### src/rtl/csa_seq_pkg.sv
// rtl/csa_seq_pkg.sv - shared defaults and FSM state type for the CSA operand sequencer
package csa_seq_pkg;

  localparam int CSA_WIDTH = 8;
  localparam int CSA_N_OPS = 10;
  localparam int CSA_SUM_W = 12;
  localparam int CNT_W     = $clog2(CSA_N_OPS);

  typedef enum logic [1:0] {
    LOAD   = 2'd0,
    SETTLE = 2'd1,
    HOLD   = 2'd2
  } seq_state_t;

endpackage

### src/rtl/csa_operand_bank.sv
// rtl/csa_operand_bank.sv - N_OPS x WIDTH operand register file feeding the CSA
// Optional macro CSA_SEQ_EARLY_LAST_EN adds a clear-above-index input for short frames.
module csa_operand_bank import csa_seq_pkg::*; #(
  parameter int WIDTH = CSA_WIDTH,
  parameter int N_OPS = CSA_N_OPS,
  parameter int IDX_W = CNT_W
) (
  input  logic                   clk,
  input  logic                   rst_n,
  input  logic                   wr_en,
  input  logic [IDX_W-1:0]       wr_idx,
  input  logic [WIDTH-1:0]       wr_data,
  input  logic                   clr_all,
`ifdef CSA_SEQ_EARLY_LAST_EN
  input  logic                   clr_above,
`endif
  output logic [N_OPS*WIDTH-1:0] ops
);

  logic [WIDTH-1:0] slot [N_OPS];

  // Slot update: clear-all wins, then the indexed write, then the optional tail clear
  always_ff @(posedge clk or negedge rst_n) begin
    if (!rst_n) begin
      for (int k = 0; k < N_OPS; k++) slot[k] <= '0;
    end else begin
      for (int k = 0; k < N_OPS; k++) begin
        if (clr_all) begin
          slot[k] <= '0;
        end else if (wr_en && (wr_idx == IDX_W'(k))) begin
          slot[k] <= wr_data;
`ifdef CSA_SEQ_EARLY_LAST_EN
        end else if (clr_above && (IDX_W'(k) > wr_idx)) begin
          slot[k] <= '0;
`endif
        end
      end
    end
  end

  for (genvar g = 0; g < N_OPS; g++) begin : g_flat
    assign ops[g*WIDTH +: WIDTH] = slot[g];
  end

endmodule

### src/rtl/csa_operand_sequencer.sv
// rtl/csa_operand_sequencer.sv - streams operands into a bank, lets the CSA settle, returns Sum/Co
// Optional macro CSA_SEQ_EARLY_LAST_EN lets in_last close a frame before all N_OPS slots are written.
module csa_operand_sequencer import csa_seq_pkg::*; #(
  parameter int WIDTH         = CSA_WIDTH,
  parameter int N_OPS         = CSA_N_OPS,
  parameter int SUM_W         = CSA_SUM_W,
  parameter int SETTLE_CYCLES = 1
) (
  input  logic                   clk,
  input  logic                   rst_n,
  input  logic                   in_valid,
  output logic                   in_ready,
  input  logic [WIDTH-1:0]       in_data,
  input  logic                   in_last,
  output logic [N_OPS*WIDTH-1:0] csa_ops,
  input  logic [SUM_W-1:0]       csa_sum,
  input  logic                   csa_co,
  output logic                   out_valid,
  input  logic                   out_ready,
  output logic [SUM_W-1:0]       out_sum,
  output logic                   out_co,
  output logic                   busy
);

  localparam int IDX_W = (N_OPS > 1) ? $clog2(N_OPS) : 1;
  localparam int SET_W = (SETTLE_CYCLES > 1) ? $clog2(SETTLE_CYCLES) : 1;
  localparam logic [IDX_W-1:0] LAST_IDX    = IDX_W'(N_OPS - 1);
  localparam logic [SET_W-1:0] SETTLE_LAST = SET_W'(SETTLE_CYCLES - 1);

  seq_state_t       state;
  seq_state_t       state_nxt;
  logic             run;
  logic [IDX_W-1:0] cnt;
  logic [SET_W-1:0] settle_cnt;
  logic             accept;
  logic             load_done;
  logic             capture;
  logic             bank_clear;

`ifdef CSA_SEQ_EARLY_LAST_EN
  logic             clr_above;
`else
  logic             unused_in_last;
  assign unused_in_last = in_last;
`endif

  // State register
  always_ff @(posedge clk or negedge rst_n) begin
    if (!rst_n) state <= LOAD;
    else        state <= state_nxt;
  end

  // Keeps in_ready low for the first cycle after reset release
  always_ff @(posedge clk or negedge rst_n) begin
    if (!rst_n) run <= 1'b0;
    else        run <= 1'b1;
  end

  // Next-state and per-cycle control strobes
  always_comb begin
    state_nxt  = state;
    in_ready   = 1'b0;
    accept     = 1'b0;
    load_done  = 1'b0;
    capture    = 1'b0;
    bank_clear = 1'b0;
`ifdef CSA_SEQ_EARLY_LAST_EN
    clr_above  = 1'b0;
`endif
    case (state)
      LOAD: begin
        in_ready = run;
        if (in_valid && run) begin
          accept = 1'b1;
          if (cnt == LAST_IDX) begin
            load_done = 1'b1;
            state_nxt = SETTLE;
`ifdef CSA_SEQ_EARLY_LAST_EN
          end else if (in_last) begin
            load_done = 1'b1;
            clr_above = 1'b1;
            state_nxt = SETTLE;
`endif
          end
        end
      end
      SETTLE: begin
        if (settle_cnt == SETTLE_LAST) begin
          capture   = 1'b1;
          state_nxt = HOLD;
        end
      end
      HOLD: begin
        if (out_ready) begin
          bank_clear = 1'b1;
          state_nxt  = LOAD;
        end
      end
      default: state_nxt = LOAD;
    endcase
  end

  // Slot counter walks the bank during LOAD and rewinds when a frame closes
  always_ff @(posedge clk or negedge rst_n) begin
    if (!rst_n)      cnt <= '0;
    else if (accept) cnt <= load_done ? '0 : cnt + IDX_W'(1);
  end

  // Settle counter measures the CSA propagation window after the last write
  always_ff @(posedge clk or negedge rst_n) begin
    if (!rst_n)                 settle_cnt <= '0;
    else if (load_done)         settle_cnt <= '0;
    else if (state == SETTLE)   settle_cnt <= settle_cnt + SET_W'(1);
  end

  // Result registers: capture once per frame, keep value after the handshake
  always_ff @(posedge clk or negedge rst_n) begin
    if (!rst_n) begin
      out_sum   <= '0;
      out_co    <= 1'b0;
      out_valid <= 1'b0;
    end else if (capture) begin
      out_sum   <= csa_sum;
      out_co    <= csa_co;
      out_valid <= 1'b1;
    end else if (bank_clear) begin
      out_valid <= 1'b0;
    end
  end

  assign busy = (state == SETTLE) || (state == HOLD);

  csa_operand_bank #(
    .WIDTH (WIDTH),
    .N_OPS (N_OPS),
    .IDX_W (IDX_W)
  ) u_bank (
    .clk       (clk),
    .rst_n     (rst_n),
    .wr_en     (accept),
    .wr_idx    (cnt),
    .wr_data   (in_data),
    .clr_all   (bank_clear),
`ifdef CSA_SEQ_EARLY_LAST_EN
    .clr_above (clr_above),
`endif
    .ops       (csa_ops)
  );

endmodule

### config.mk
export PLATFORM = sky130hd
export DESIGN_NAME = csa_operand_sequencer
export DESIGN_NICKNAME = d
export VERILOG_FILES = /design/src/rtl/csa_seq_pkg.sv /design/src/rtl/csa_operand_bank.sv /design/src/rtl/csa_operand_sequencer.sv
export SDC_FILE = /design/constraint.sdc
export NUM_CORES = 1
export LEC_CHECK = 0
export BUFFER_PORTS_ARGS = -buffer_cell sky130_fd_sc_hd__buf_2
export CAP_MARGIN = 20
export CORE_MARGIN = 1.5
export CORE_UTILIZATION = 50
export DETAILED_ROUTE_END_ITERATION = 10
export GPL_TIMING_DRIVEN = 0
export PLACE_DENSITY = 0.78
export SLEW_MARGIN = 0
export SYNTH_ARGS = -nofsm -noshare
export SYNTH_HDL_FRONTEND = slang
export SYNTH_HIERARCHICAL = 1
export SYNTH_SLANG_ARGS = --single-unit
export TNS_END_PERCENT = 1
### constraint.sdc
create_clock -name clk -period 2.54 [get_ports clk]
set_input_delay 0.254 -clock clk [delete_from_list [all_inputs] [get_ports clk]]
set_output_delay 0.254 -clock clk [all_outputs]
set_load 0.05 [all_outputs]
# ---- Word level (Yosys, flattened, before mapping)
# Cells that the tools add are included.
dict set report totals {
  latchBits 0
  romBits 0
  memories 0
  ramBits 0
  register_bits 102
  output_inout_bits 96
}
dict set report op_classes {
  n_addsub 2
  n_shift 0
  n_div 0
  n_eq_ne 15
  bitwise_logic 0
  magnitude_cmp 0
  n_mul 0
  n_reduce_logical 27
  muxes 40
}
# cell n
set op_table {}
lappend op_table {{two-way mux 8 bit} 20}
lappend op_table {{nonzero test 2 bit} 12}
lappend op_table {{== test 4 x 3 -> 1 bit (second input constant)} 4}
lappend op_table {{two-way mux 1 bit} 14}
lappend op_table {{logical AND 1 bit} 11}
lappend op_table {{== test 4 x 2 -> 1 bit (second input constant)} 2}
lappend op_table {{== test 4 bit (second input constant)} 2}
lappend op_table {{two-way mux 2 bit} 4}
lappend op_table {{!= test 2 bit (second input constant)} 4}
lappend op_table {{case mux 2 bit (3 select lines)} 1}
lappend op_table {{adder 4 x 1 -> 4 bit (second input constant)} 1}
lappend op_table {{== test 4 x 1 -> 1 bit (second input constant)} 1}
lappend op_table {{logical NOT 4 bit} 1}
lappend op_table {{two-way mux 4 bit} 1}
lappend op_table {{AND reduction 4 bit} 1}
lappend op_table {{== test 2 x 1 -> 1 bit (second input constant)} 1}
lappend op_table {{== test 2 bit (second input constant)} 1}
lappend op_table {{logical NOT 2 bit} 1}
lappend op_table {{adder 1 bit (second input constant)} 1}
lappend op_table {{logical OR 1 bit} 1}

# ---- Depth between registers and ports, before layout
# Gate-level depths: netlist of run 1.
dict set report logic_depth {
  word_depth 6
  mapped_depth 9
  depth_no_buf 7
}

# ---- Modules after synthesis
# The synthesis of run 1 kept the hierarchy.
# module n_inst area_per_inst_um2 seq_area_each_um2 cells_per_inst
set modules_own_cells {}
lappend modules_own_cells {csa_operand_bank 1 3588.4 2001.9 286}
lappend modules_own_cells {csa_operand_sequencer 1 1054.8 550.5 85}

# ---- Worst setup path before layout of run 1
# OpenSTA, ideal clock, no wires.
dict set report synth_path {
  path_kind {register -> register}
  start {register state[0]}
  end {register u_bank.slot, in the netlist u_bank/ops[24]}
  setup_ns 0.130
  arrival_time_ns 1.706
  stages_incl_launch_ff 8
  t_required_ns 2.410
  path_buffers 0
  synth_period_minus_slack_ns 1.835
  setup_slack_ns 0.705
  path_cell_list {dfrtp_1 inv_1 ha_1 nand3_1 inv_1 nor3b_4 nand3_2 mux2i_1}
}
dict set report synth_between {
  elab_chain_cells 4
}
# item line
set synth_lines {}
lappend synth_lines {{start, declared} csa_operand_sequencer.sv:30} ;# seq_state_t state;
lappend synth_lines {{start signal, assigned} csa_operand_sequencer.sv:50} ;# else state <= state_nxt;
lappend synth_lines {{logical NOT 2 bit} csa_operand_sequencer.sv:70} ;# case (state)
lappend synth_lines {{two-way mux 1 bit} csa_operand_sequencer.sv:70}
lappend synth_lines {{net accept} csa_operand_sequencer.sv:35} ;# logic accept;
lappend synth_lines {{logical AND 1 bit} csa_operand_bank.sv:30} ;# end else if (wr_en && (wr_idx == IDX_W'(k))) begin
lappend synth_lines {{nonzero test 2 bit (no line)} --}
lappend synth_lines {{end signal, assigned by index} csa_operand_bank.sv:31} ;# slot[k] <= wr_data;
lappend synth_lines {{end, declared} csa_operand_bank.sv:20} ;# logic [WIDTH-1:0] slot [N_OPS];
# The timed path passes the listed nets, and every way through them passes these cells.
# A chain may end at the register's enable or synchronous reset.

# ---- Worst setup path in the final report of run 1
dict set report layout_path {
  start {register state[0]}
  end {register u_bank.slot, in the netlist u_bank/ops[28]}
}
# Same word-level chain as after synthesis.

==> summary.md, run 1 <==
| Metric | Value |
|---|---|
| Syn. warnings | `6` |
| Inserted Diodes | `0` |
| Input/output buffers | `120` |
| Slew @ Worst Pin | `0.604 ns` |
| Hold Path Class | `input pin to register` |
| Clk Latency, worst-skew pair | `0.37 ns` |
| Cell variety after synth | `38` |
| H-tree levels | `3` |
| Worst Setup SP | `state[0]$_DFFE_PN0P_` |
| Crit path kind | `register to register` |
| Crit-path slowest cell | `dfrtp_1` |
| Initial drt markers | `76` |
| Hold buffer count at cts | `1` |
| Initial antenna violation count | `0` |
| Layout cells sized above 1 | `0.346` |
| CP Cell Sequence | `inv_1 -> ha_1 -> nand3_1 -> inv_1 -> nor3b_4 -> nand3_2 -> mux2i_1` |
| Post-synth EDFFs | `0` |
| Final #Nets | `537` |
| Largest net degree at the start of global routing | `58` |
| CTS tree | `yes` |
| Post-route setup TNS | `0 ns` |
| Post-synth top flop | `dfrtp_1` |
| CP top delay family | `simple AND/OR/NAND/NOR gates` |
| Root buffer cell | `clkbuf_8` |
| Number of buffers created by CTS | `9` |
| Full die area | `9870 um^2` |
| # rows | `34` |
| Cells after Synth | `371` |
| CTS clk-pin slew, worst paths | `0.10 ns` |
| Die Y | `99.4 um` |
| Via count | `3137` |
| Largest fanout on the critical path | `8` |
| Crit path buf inv count | `2` |
| ANT nets after route | `0` |
| Setup Buffers After CTS | `0` |
| Critical Path Stages | `7` |
| Crit path time final | `2.17 ns` |
| CTS sink cnt | `102` |
| Grt total ovfl | `0` |
| Avg Vias per Cell | `5.08` |
| CP Launch Type | `register` |
| Area Growth Syn to Fin | `21.2%` |
| Max-cap viol count | `0` |
| CP Capture Point | `u_bank/ops[28]$_DFFE_PN0P_` |
| Slew Viols, Final | `0` |
| Starting Density | `0.525` |
| Most used cell, CP | `inv_1` |
| F_max | `0.460 GHz` |
| Mapped Nets | `404` |
| Req. time, crit path | `2.82 ns` |
| Fraction of registers with async set/reset | `1.00` |
| Post-cts resize count | `0` |
| I/O pin count | `122` |
| Period utilization | `0.855` |
| Number of placed cells counting well taps | `600` |
| Peak VDD IR | `0.821 mV` |
| Reg2reg end | `u_bank/ops[28]$_DFFE_PN0P_` |
| Reg2reg setup slack | `0.37 ns` |
| #FFs+latches synth | `102` |
| Reg2Reg Depth | `7` |
| Util after Layout | `0.636` |
| Gpl congestion | `0.757` |
| Clock Skews | `0.0141 ns` |
| Leak Pwr | `3.30 nW` |
| Endpoints failing hold | `0` |
| Final wirelength | `9980 um` |
| Chip width | `99.4 um` |
| Residual DRC count | `0` |
| Critical Path AT | `2.45 ns` |
| Cell Pwr Density | `1020 nW/um^2` |
| Maximum number of buffers from clock root to sink | `2` |
| Status | `completed` |
| Sequential cell area fraction in the yosys report | `0.550` |
| CORE AREA | `8850 um^2` |
| # setup viols final | `0` |
| RSZ-0062 raised after global routing | `false` |
| Hpwl dp | `7020 um` |
| Drt wl/cell | `16.2 um` |
| Number of global-route vias before repair | `3068` |
| Critical Path Max Stage Delay | `0.41 ns` |
| First-pass GRT wire length | `16100 um` |
| Gr usage total | `0.208` |
| Pre-Repair DR Iteration Count | `4` |
| Mapped Area | `4640 um^2` |
| Setup crit end kind | `register` |
| R2r startpoint | `state[0]$_DFFE_PN0P_` |
| Final non-filler cell total | `617` |
| Slew HR | `0.597` |
| Syn Area/Cell | `12.5 um^2` |
==> registers in the layout, indices dropped and copies added, names as in the netlist <==
name / cells
out_valid: 1
settle_cnt: 1
out_co: 1
run: 1
cnt: 4
state: 2
out_sum: 12
u_bank/ops: 80
==> logic make-up after synthesis <==
logic type | count (synthesis) | share of synthesized area
AND/OR/NAND/NOR | 126 | 0.172
flip-flops | 102 | 0.550
multiplexers | 94 | 0.206
buffers and inverters | 28 | 0.0291
AO/OA/AOI/OAI | 12 | 0.0207
adder cells (fa/ha/maj) | 7 | 0.0189
other | 1 | 0.000808
XOR/XNOR | 1 | 0.00189
==> routing by layer <==
metal,vias to the layer above,GRT usage,wire [um]
li1,1503,-,-
met1,1523,0.297,4680
met5,-,0,0
met3,11,0.0499,484
met2,100,0.324,4640
met4,0,0.0488,171
==> area by class of cell <==
type	instances	area, um^2
clock inverters	7	82.6
multi-input cells	241	1960
clock buffers	9	124
inverters	6	22.5
fillers	738	3220
well taps	108	135
flip-flops and latches	102	2550
plain buffers	22	113
repair buffers	122	641
==> worst min-delay path by stage <==
stage,from,to,slack [ns],cells past startpoint
after detailed placement,rst_n,u_bank/ops[51]$_DFFE_PN0P_,0.30,1
after CTS,csa_sum[2],out_sum[2]$_DFFE_PN0P_,0.11,2
after global placement,out_valid$_DFFE_PN0P_,out_valid$_DFFE_PN0P_,0.46,1
final,csa_sum[5],out_sum[5]$_DFFE_PN0P_,0.12,2
after floorplan,rst_n,cnt[0]$_DFFE_PN0P_,-0.04,0
after global routing,csa_co,out_co$_DFFE_PN0P_,0.10,2
==> power by group <==
part           switching [mW]  internal, mW  leakage, nW
registers               0.242          1.96         1.37
clock network           0.585         0.469       0.0980
logic                    1.74         0.739         1.84
total                    2.57          3.17         3.30
==> layout by cell type, fill, tap and decap left out, types with 7 or more instances in the layout <==
| cell type | count |
|---|---|
| buf_2 | 128 |
| clkbuf_1 | 10 |
| clkbuf_8 | 9 |
| dfrtp_1 | 102 |
| ha_1 | 7 |
| mux2_2 | 14 |
| mux2i_1 | 80 |
| nand2_1 | 7 |
| nand2b_1 | 89 |
==> metrics by stage <==
step | total power [mW] | instance area, um^2 | setup WS [ns] | hold WS, ns
2_1_floorplan | 4.11 | 4640 | 0.705 | -0.0416
3_3_place_gp | 4.65 | 5380 | 0.181 | 0.457
3_5_place_dp | 4.72 | 5410 | 0.389 | 0.302
4_1_cts | 5.78 | 5630 | 0.374 | 0.110
5_1_grt | 6.02 | 5630 | 0.163 | 0.105
6_report | 5.73 | 5630 | 0.368 | 0.123
==> Yosys cell counts (2+ instances only) <==
master,count,share of area
nand3_1,3,0.0032
nor2b_1,3,0.0040
ha_1,7,0.019
and2_1,2,0.0027
o21ai_0,2,0.0022
nand2_2,6,0.0081
clkbuf_1,10,0.0081
nand3_2,2,0.0043
mux2_2,14,0.034
nand2_1,7,0.0057
o31ai_1,2,0.0032
nor2_1,4,0.0032
nand2b_1,89,0.12
and3b_1,2,0.0038
buf_6,2,0.0049
buf_2,9,0.0097
inv_1,6,0.0049
mux2i_1,80,0.17
dfrtp_1,102,0.55
(Power assumes the default switching activity.)
==> inputs of run 2 (changes only) <==
ABC_AREA = 1   (was not set)
CORE_UTILIZATION = 52   (was 50)
PLACE_DENSITY = 0.81   (was 0.78)
==> summary.md, run 2 <==
| Metric | Value |
|---|---|
| Gr usage total | `0.266 (+0.0584)` |
| Endpoints failing hold | `0 (unchanged)` |
| Hpwl dp | `7650 um (+8.9%)` |
| Cell Pwr Density | `1500 nW/um^2 (+48%)` |
| Dominant cell type by area after synthesis | `dfrtp_1` |
| ANT nets after route | `0 (unchanged)` |
| Commonest cells post-synth | `nand2_1, dfrtp_1, nand3_1, inv_1, o21ai_2` |
| Max reg flops | `80 (unchanged)` |
| Status | `completed` |
| First-pass GRT wire length | `18300 um (+14%)` |
| Reg2Reg Depth | `11 (+4)` |
| Full die area | `9130 um^2 (-7.6%)` |
| Grt total ovfl | `0 (unchanged)` |
| CP Cell Sequence | `inv_1 -> ha_1 -> inv_1 -> nor2_2 -> buf_4 -> nand2_1 -> nor2_4 -> nand2_2 -> clkinv_2 -> nand2_1 -> nand2_1` |
| Setup crit end kind | `register` |
| H-tree levels | `3 (unchanged)` |
| RSZ-0062 raised after global routing | `false` |
| Cells after Synth | `504 (+36%)` |
| R2r startpoint | `state[1]$_DFFE_PN0P_` |
| #FFs+latches synth | `102 (unchanged)` |
| Crit-path slowest cell | `dfrtp_1` |
| Slew Viols, Final | `0 (unchanged)` |
| Layout cells sized above 1 | `0.300 (-0.0462)` |
| Post-route setup TNS | `0 ns (unchanged)` |
| Post-cts resize count | `0 (unchanged)` |
| Final #Nets | `670 (+25%)` |
| Initial drt markers | `192 (+150%)` |
| WHS Endpoint | `out_sum[8]$_DFFE_PN0P_` |
| Die Y | `95.5 um (-3.8%)` |
| # rows | `33 (-2.9%)` |
| Chip width | `95.5 um (-3.8%)` |
| Input/output buffers | `120 (unchanged)` |
| CTS clk-pin slew, worst paths | `0.10 ns (about the same)` |
| Cell variety after synth | `24 (-37%)` |
| I/O pin count | `122 (unchanged)` |
| Residual DRC count | `0 (unchanged)` |
| Commonest cells after routing, fill and taps aside | `nand2_1, buf_2, dfrtp_1, nand3_1, inv_1` |
| Reg2reg setup slack | `0.33 ns (-0.03 ns)` |
| Ranking of synthesized cells by area | `dfrtp_1, nand2_1, nand3_1, inv_1, o21ai_2` |
| Initial antenna violation count | `0 (unchanged)` |
| CTS sink cnt | `102 (unchanged)` |
| Slew @ Worst Pin | `0.724 ns (+0.120 ns)` |
| Peak VDD IR | `0.791 mV (-3.7%)` |
| Sequential cell area fraction in the yosys report | `0.573 (+0.0235)` |
| Max-cap viol count | `0 (unchanged)` |
| Period utilization | `0.869 (+0.0135)` |
| F_max | `0.453 GHz (-1.5%)` |
| Critical Path AT | `2.51 ns (+0.06 ns)` |
| Worst hold slack | `0.117 ns (-0.00590 ns)` |
| Largest fanout on the critical path | `9 (+1)` |
| Fraction of registers with async set/reset | `1.00 (unchanged)` |
| Pre-Repair DR Iteration Count | `5 (+1)` |
| Fill cell count | `710 (-3.8%)` |
| CTS tree | `yes` |
| Crit path time final | `2.21 ns (+0.0342 ns)` |
| Mapped Nets | `537 (+33%)` |
| Maximum number of buffers from clock root to sink | `2 (unchanged)` |
| Req. time, crit path | `2.85 ns (+0.03 ns)` |
| # setup viols final | `0 (unchanged)` |
| Clock Skews | `0.0123 ns (-0.00183 ns)` |
| Number of global-route vias before repair | `3696 (+20%)` |
| Leak Pwr | `3.28 nW (-0.55%)` |
| Post-synth top flop | `dfrtp_1` |
| Syn Area/Cell | `8.84 um^2 (-29%)` |
| Largest net degree at the start of global routing | `53 (-8.6%)` |
| Root buffer cell | `clkbuf_8` |
| Final wirelength | `11200 um (+12%)` |
| Critical Path Max Stage Delay | `0.41 ns (about the same)` |
| Avg Vias per Cell | `5.24 (+3.0%)` |
| Drt wl/cell | `15.0 um (-7.1%)` |
| Via count | `3907 (+25%)` |
| Reg2reg end | `u_bank/ops[48]$_DFFE_PN0P_` |
| Most used cell, CP | `nand2_1` |
| Hold Path Class | `input pin to register` |
| HP Start | `csa_sum[8]` |
| CORE AREA | `8260 um^2 (-6.7%)` |
| CP Launch Type | `register` |
| Number of buffers created by CTS | `9 (unchanged)` |
| Inserted Diodes | `0 (unchanged)` |
| Area Growth Syn to Fin | `21.7%` |
| Worst hold path cell count | `3 (+1)` |
| Slew HR | `0.516 (-0.0808)` |
| Gpl congestion | `0.815 (+7.7%)` |
| Worst Setup SP | `state[1]$_DFFE_PN0P_` |
| Starting Density | `0.539 (+0.0145)` |
| Mapped Area | `4450 um^2 (-4.1%)` |
| Clk Latency, worst-skew pair | `0.37 ns (about the same)` |
| Yosys top cell area share | `0.573 (+0.0235)` |
| Post-synth EDFFs | `0 (unchanged)` |
| Commonest non-fill, non-tap cell in the layout | `nand2_1` |
| Crit path kind | `register to register` |
| Syn. warnings | `6 (unchanged)` |
| Count leader, synth | `nand2_1` |
run 2: layout make-up:
cell class	instances	area (um^2)	share of cell area
plain buffers	13	78.8	0.0145
multi-input cells	343	1640	0.303
well taps	105	131	0.0242
flip-flops and latches	102	2550	0.471
clock buffers	10	138	0.0254
repair buffers	122	641	0.118
clock inverters	5	57.6	0.0106
inverters	46	180	0.0332
run 2: worst max-delay path by stage:
stage	end	slack (ns)	depth (start not counted)
2_1_floorplan	u_bank/ops[32]$_DFFE_PN0P_	0.73	11
3_3_place_gp	u_bank/ops[38]$_DFFE_PN0P_	0.19	1
3_5_place_dp	u_bank/ops[48]$_DFFE_PN0P_	0.38	11
4_1_cts	u_bank/ops[48]$_DFFE_PN0P_	0.37	11
5_1_grt	u_bank/ops[58]$_DFFE_PN0P_	0.06	11
6_report	u_bank/ops[48]$_DFFE_PN0P_	0.33	11
run 2: cells by family (layout without fill, tap and decap cells):
group / count (synthesis) / after routing / share of synthesized area
simple gates: 315 / 315 / 0.314
flops: 102 / 102 / 0.573
buf+inv: 59 / 196 / 0.0582
compound gates: 20 / 20 / 0.0340
fa+ha+maj: 7 / 7 / 0.0197
other cells: 1 / 1 / 0.000842
run 2: report_power, final:
group,internal (mW),switching [mW]
clock,0.479,0.549
sequential,2.28,0.432
combinational,0.989,3.42
total,3.75,4.40
run 2: routing by layer:
metal	routed length, um	global-route usage	up-vias
met4	196	0.0895	0
met1	4550	0.343	1887
met2	5660	0.446	148
met3	790	0.0558	17
met5	0	0	-
li1	-	-	1855
run 2: repair_timing:
item	4_1_cts	5_1_grt
hold endpoints to repair	51	0
hold buffers	1	0
buffers inserted	0	0
run 2: metrics by stage:
stage               area [um^2]  setup slack, ns  power [mW]  utilization  cells
finish                     5420            0.334        8.16        0.656    746
global route               5420           0.0612        8.61        0.656    746
CTS                        5420            0.369        8.19        0.656    746
detailed placement         5220            0.382        7.16        0.632    730
global placement           5180            0.189        7.05        0.628    729
floorplan                  4450            0.728        6.08            -    504
run 2: critical path, delay by kind of cell, from the launching register on:
kind	cells	cell delay, ns
and+or+nand+nor	6	0.92
buffers and inverters	4	0.58
DFF	1	0.41
adders and majority gates	1	0.24
==> inputs of run 3 (changes only) <==
--- a/config.mk
+++ b/config.mk
@@ -9,9 +9,11 @@
 export BUFFER_PORTS_ARGS = -buffer_cell sky130_fd_sc_hd__buf_2
 export CAP_MARGIN = 20
+export CELL_PAD_IN_SITES_DETAIL_PLACEMENT = 0
+export CELL_PAD_IN_SITES_GLOBAL_PLACEMENT = 1
 export CORE_MARGIN = 1.5
-export CORE_UTILIZATION = 52
+export CORE_UTILIZATION = 38
 export DETAILED_ROUTE_END_ITERATION = 10
 export GPL_TIMING_DRIVEN = 0
-export PLACE_DENSITY = 0.81
+export PLACE_DENSITY = 0.8
 export SLEW_MARGIN = 0
 export SYNTH_ARGS = -nofsm -noshare
==> constraint.sdc (replaced) <==
create_clock -name clk -period 2.54 [get_ports clk]
set_input_delay 0.635 -clock clk [delete_from_list [all_inputs] [get_ports clk]]
set_output_delay 0.635 -clock clk [all_outputs]
set_load 0.05 [all_outputs]
==> summary.md, run 3 (synthesis results as in run 2) <==
| Metric | Value |
|---|---|
| Status | `completed` |
| Peak VDD IR | `0.712 mV (-10%)` |
| Residual DRC count | `0 (unchanged)` |
| Placed instance area | `5260 um^2 (+0.91%)` |
| Largest fanout on the critical path | `9 (unchanged)` |
| Gpl congestion | `0.796 (-2.4%)` |
| Hpwl dp | `8100 um (+5.9%)` |
| Drt wl/cell | `15.4 um (+2.3%)` |
| Chip width | `111 um (+16%)` |
| Commonest cells after routing, fill and taps aside | `nand2_1, buf_2, dfrtp_1, nand3_1, inv_1` |
| RSZ-0062 raised after global routing | `false` |
| CORE AREA | `11400 um^2 (+38%)` |
| Area Growth Syn to Fin | `25.3%` |
| Max reg flops | `80 (unchanged)` |
| Hold buffer count at cts | `0 (-1)` |
| Period utilization | `0.865 (-0.00375)` |
| Reg2reg setup slack | `0.34 ns (about the same)` |
| CTS tree | `yes` |
| Commonest non-fill, non-tap cell in the layout | `nand2_1` |
| Pre-Repair DR Iteration Count | `4 (-1)` |
| Util after Layout | `0.489 (-0.168)` |
| Area occupied by registers | `2550 um^2 (unchanged)` |
| Crit path kind | `register to register` |
| Layout cells sized above 1 | `0.301 (+0.00156)` |
| Final instance area | `5580 um^2 (+3.0%)` |
| Req. time, crit path | `2.82 ns (-0.03 ns)` |
| Cell Pwr Density | `1540 nW/um^2 (+2.5%)` |
| Crit path time final | `2.20 ns (-0.00953 ns)` |
| Crit-path slowest cell | `dfrtp_1` |
| F_max | `0.455 GHz (+0.43%)` |
| Full die area | `12400 um^2 (+36%)` |
| Slew HR | `0.500 (-0.0168)` |
| # setup viols final | `0 (unchanged)` |
| CTS sink cnt | `102 (unchanged)` |
| Inserted Diodes | `0 (unchanged)` |
| Largest net degree at the start of global routing | `56 (+5.7%)` |
| Endpoints failing hold | `0 (unchanged)` |
| Critical Path Max Stage Delay | `0.42 ns (about the same)` |
| Input/output buffers | `120 (unchanged)` |
| Starting Density | `0.390 (-0.149)` |
| CTS clk-pin slew, worst paths | `0.07 ns (-0.03 ns)` |
| Reg2Reg Depth | `11 (unchanged)` |
| Final non-filler cell total | `784 (+5.1%)` |
| Setup Buffers After CTS | `0 (unchanged)` |
| I/O pin count | `122 (unchanged)` |
| Reg2reg end | `u_bank/ops[43]$_DFFE_PN0P_` |
| Die Y | `111 um (+16%)` |
| Root buffer cell | `clkbuf_16` |
| Final #Nets | `669 (-0.15%)` |
| Setup crit end kind | `register` |
| Most used cell, CP | `nand2_1` |
| Max-cap viol count | `0 (unchanged)` |
| Critical Path AT | `2.48 ns (-0.03 ns)` |
| Number of global-route vias before repair | `3609 (-2.4%)` |
| First-pass GRT wire length | `19000 um (+3.7%)` |
| Number of placed cells counting well taps | `768 (+5.2%)` |
| Gr usage total | `0.198 (-0.0686)` |
| Clock Skews | `0.00678 ns (-0.00554 ns)` |
| Number of buffers created by CTS | `9 (unchanged)` |
| Initial drt markers | `325 (+69%)` |
| Grt total ovfl | `0 (unchanged)` |
| CP Cell Sequence | `inv_1 -> ha_1 -> inv_1 -> nor2_2 -> buf_4 -> nand2_1 -> nor2_4 -> nand2_2 -> clkinv_2 -> nand2_1 -> nand2_1` |
| Via count | `3797 (-2.8%)` |
| Multi-input gate area | `1640 um^2 (unchanged)` |
| H-tree levels | `3 (unchanged)` |
| Clk Latency, worst-skew pair | `0.35 ns (-0.02 ns)` |
| Post-cts resize count | `0 (unchanged)` |
| Maximum number of buffers from clock root to sink | `2 (unchanged)` |
| Leak Pwr | `3.33 nW (+1.3%)` |
| Avg Vias per Cell | `4.84 (-7.5%)` |
| Initial antenna violation count | `0 (unchanged)` |
| Hold Path Class | `input pin to asynchronous set/reset pin` |
| R2r startpoint | `state[0]$_DFFE_PN0P_` |
| Slew Viols, Final | `0 (unchanged)` |
| # rows | `39 (+18%)` |
| CP Launch Type | `register` |
| Fill cell count | `1143 (+61%)` |
| ANT nets after route | `0 (unchanged)` |
| Slew @ Worst Pin | `0.750 ns (+0.0252 ns)` |
| Final wirelength | `12100 um (+7.5%)` |
[run 3: changes by cell type in the layout (fill, tap and decap cells not counted)]
cell / delta
clkbuf_16: +9
clkbuf_8: -8
clkinv_2: -2
clkinvlp_4: +2
clkinv_4: -1
dlygate4sd3_1: -1
inv_8: +1
[run 3: routing by layer]
layer,vias up,global-route usage,part of all wire
met3,11,0.0366,0.039
met1,1849,0.262,0.44
met5,-,0,0
li1,1847,-,-
met4,0,0.0658,0.013
met2,90,0.328,0.50
[run 3: worst max path at each step]
stage                                  to                 start
4_1_cts        u_bank/ops[63]$_DFFE_PN0P_  state[1]$_DFFE_PN0P_
2_1_floorplan  u_bank/ops[32]$_DFFE_PN0P_  state[0]$_DFFE_PN0P_
3_3_place_gp   u_bank/ops[32]$_DFFE_PN0P_                 rst_n
5_1_grt        u_bank/ops[55]$_DFFE_PN0P_  state[0]$_DFFE_PN0P_
6_report       u_bank/ops[43]$_DFFE_PN0P_  state[0]$_DFFE_PN0P_
3_5_place_dp   u_bank/ops[53]$_DFFE_PN0P_  state[1]$_DFFE_PN0P_
[run 3: power by group]
part	total, mW	internal, mW	switching [mW]	leakage (nW)
clock	1.47	0.829	0.638	0.150
combinational	4.41	0.988	3.42	1.82
sequential	2.73	2.29	0.442	1.36
total	8.61	4.11	4.50	3.33
[run 3: metrics by stage]
step                      setup TNS (ns)  setup WS (ns)  total power, mW  hold WS [ns]
after floorplan                        0          0.728             6.08         0.339
after global placement            -26.52         -0.267             7.10         0.460
after detailed placement               0          0.376             7.18         0.464
after CTS                              0          0.359             8.67         0.330
after global routing                   0          0.147             9.05         0.351
final                                  0          0.343             8.61         0.307
[run 3: cell type report]
| type | count | area share |
|---|---|---|
| Inverter | 46 | 0.0323 |
| Sequential cell | 102 | 0.457 |
| Buffer | 13 | 0.0141 |
| Clock inverter | 5 | 0.0117 |
| Timing Repair Buffer | 121 | 0.113 |
| Tap cell | 143 | 0.0321 |
| Clock buffer | 11 | 0.0453 |
| Multi-Input combinational cell | 343 | 0.294 |
[run 3: critical path: cells and delay by family, from the launching register on]
kind                     cells  cell delay, ns
adder cells (fa/ha/maj)      1            0.23
buffers and inverters        4            0.57
flip-flops                   1            0.42
AND/OR/NAND/NOR              6            0.89
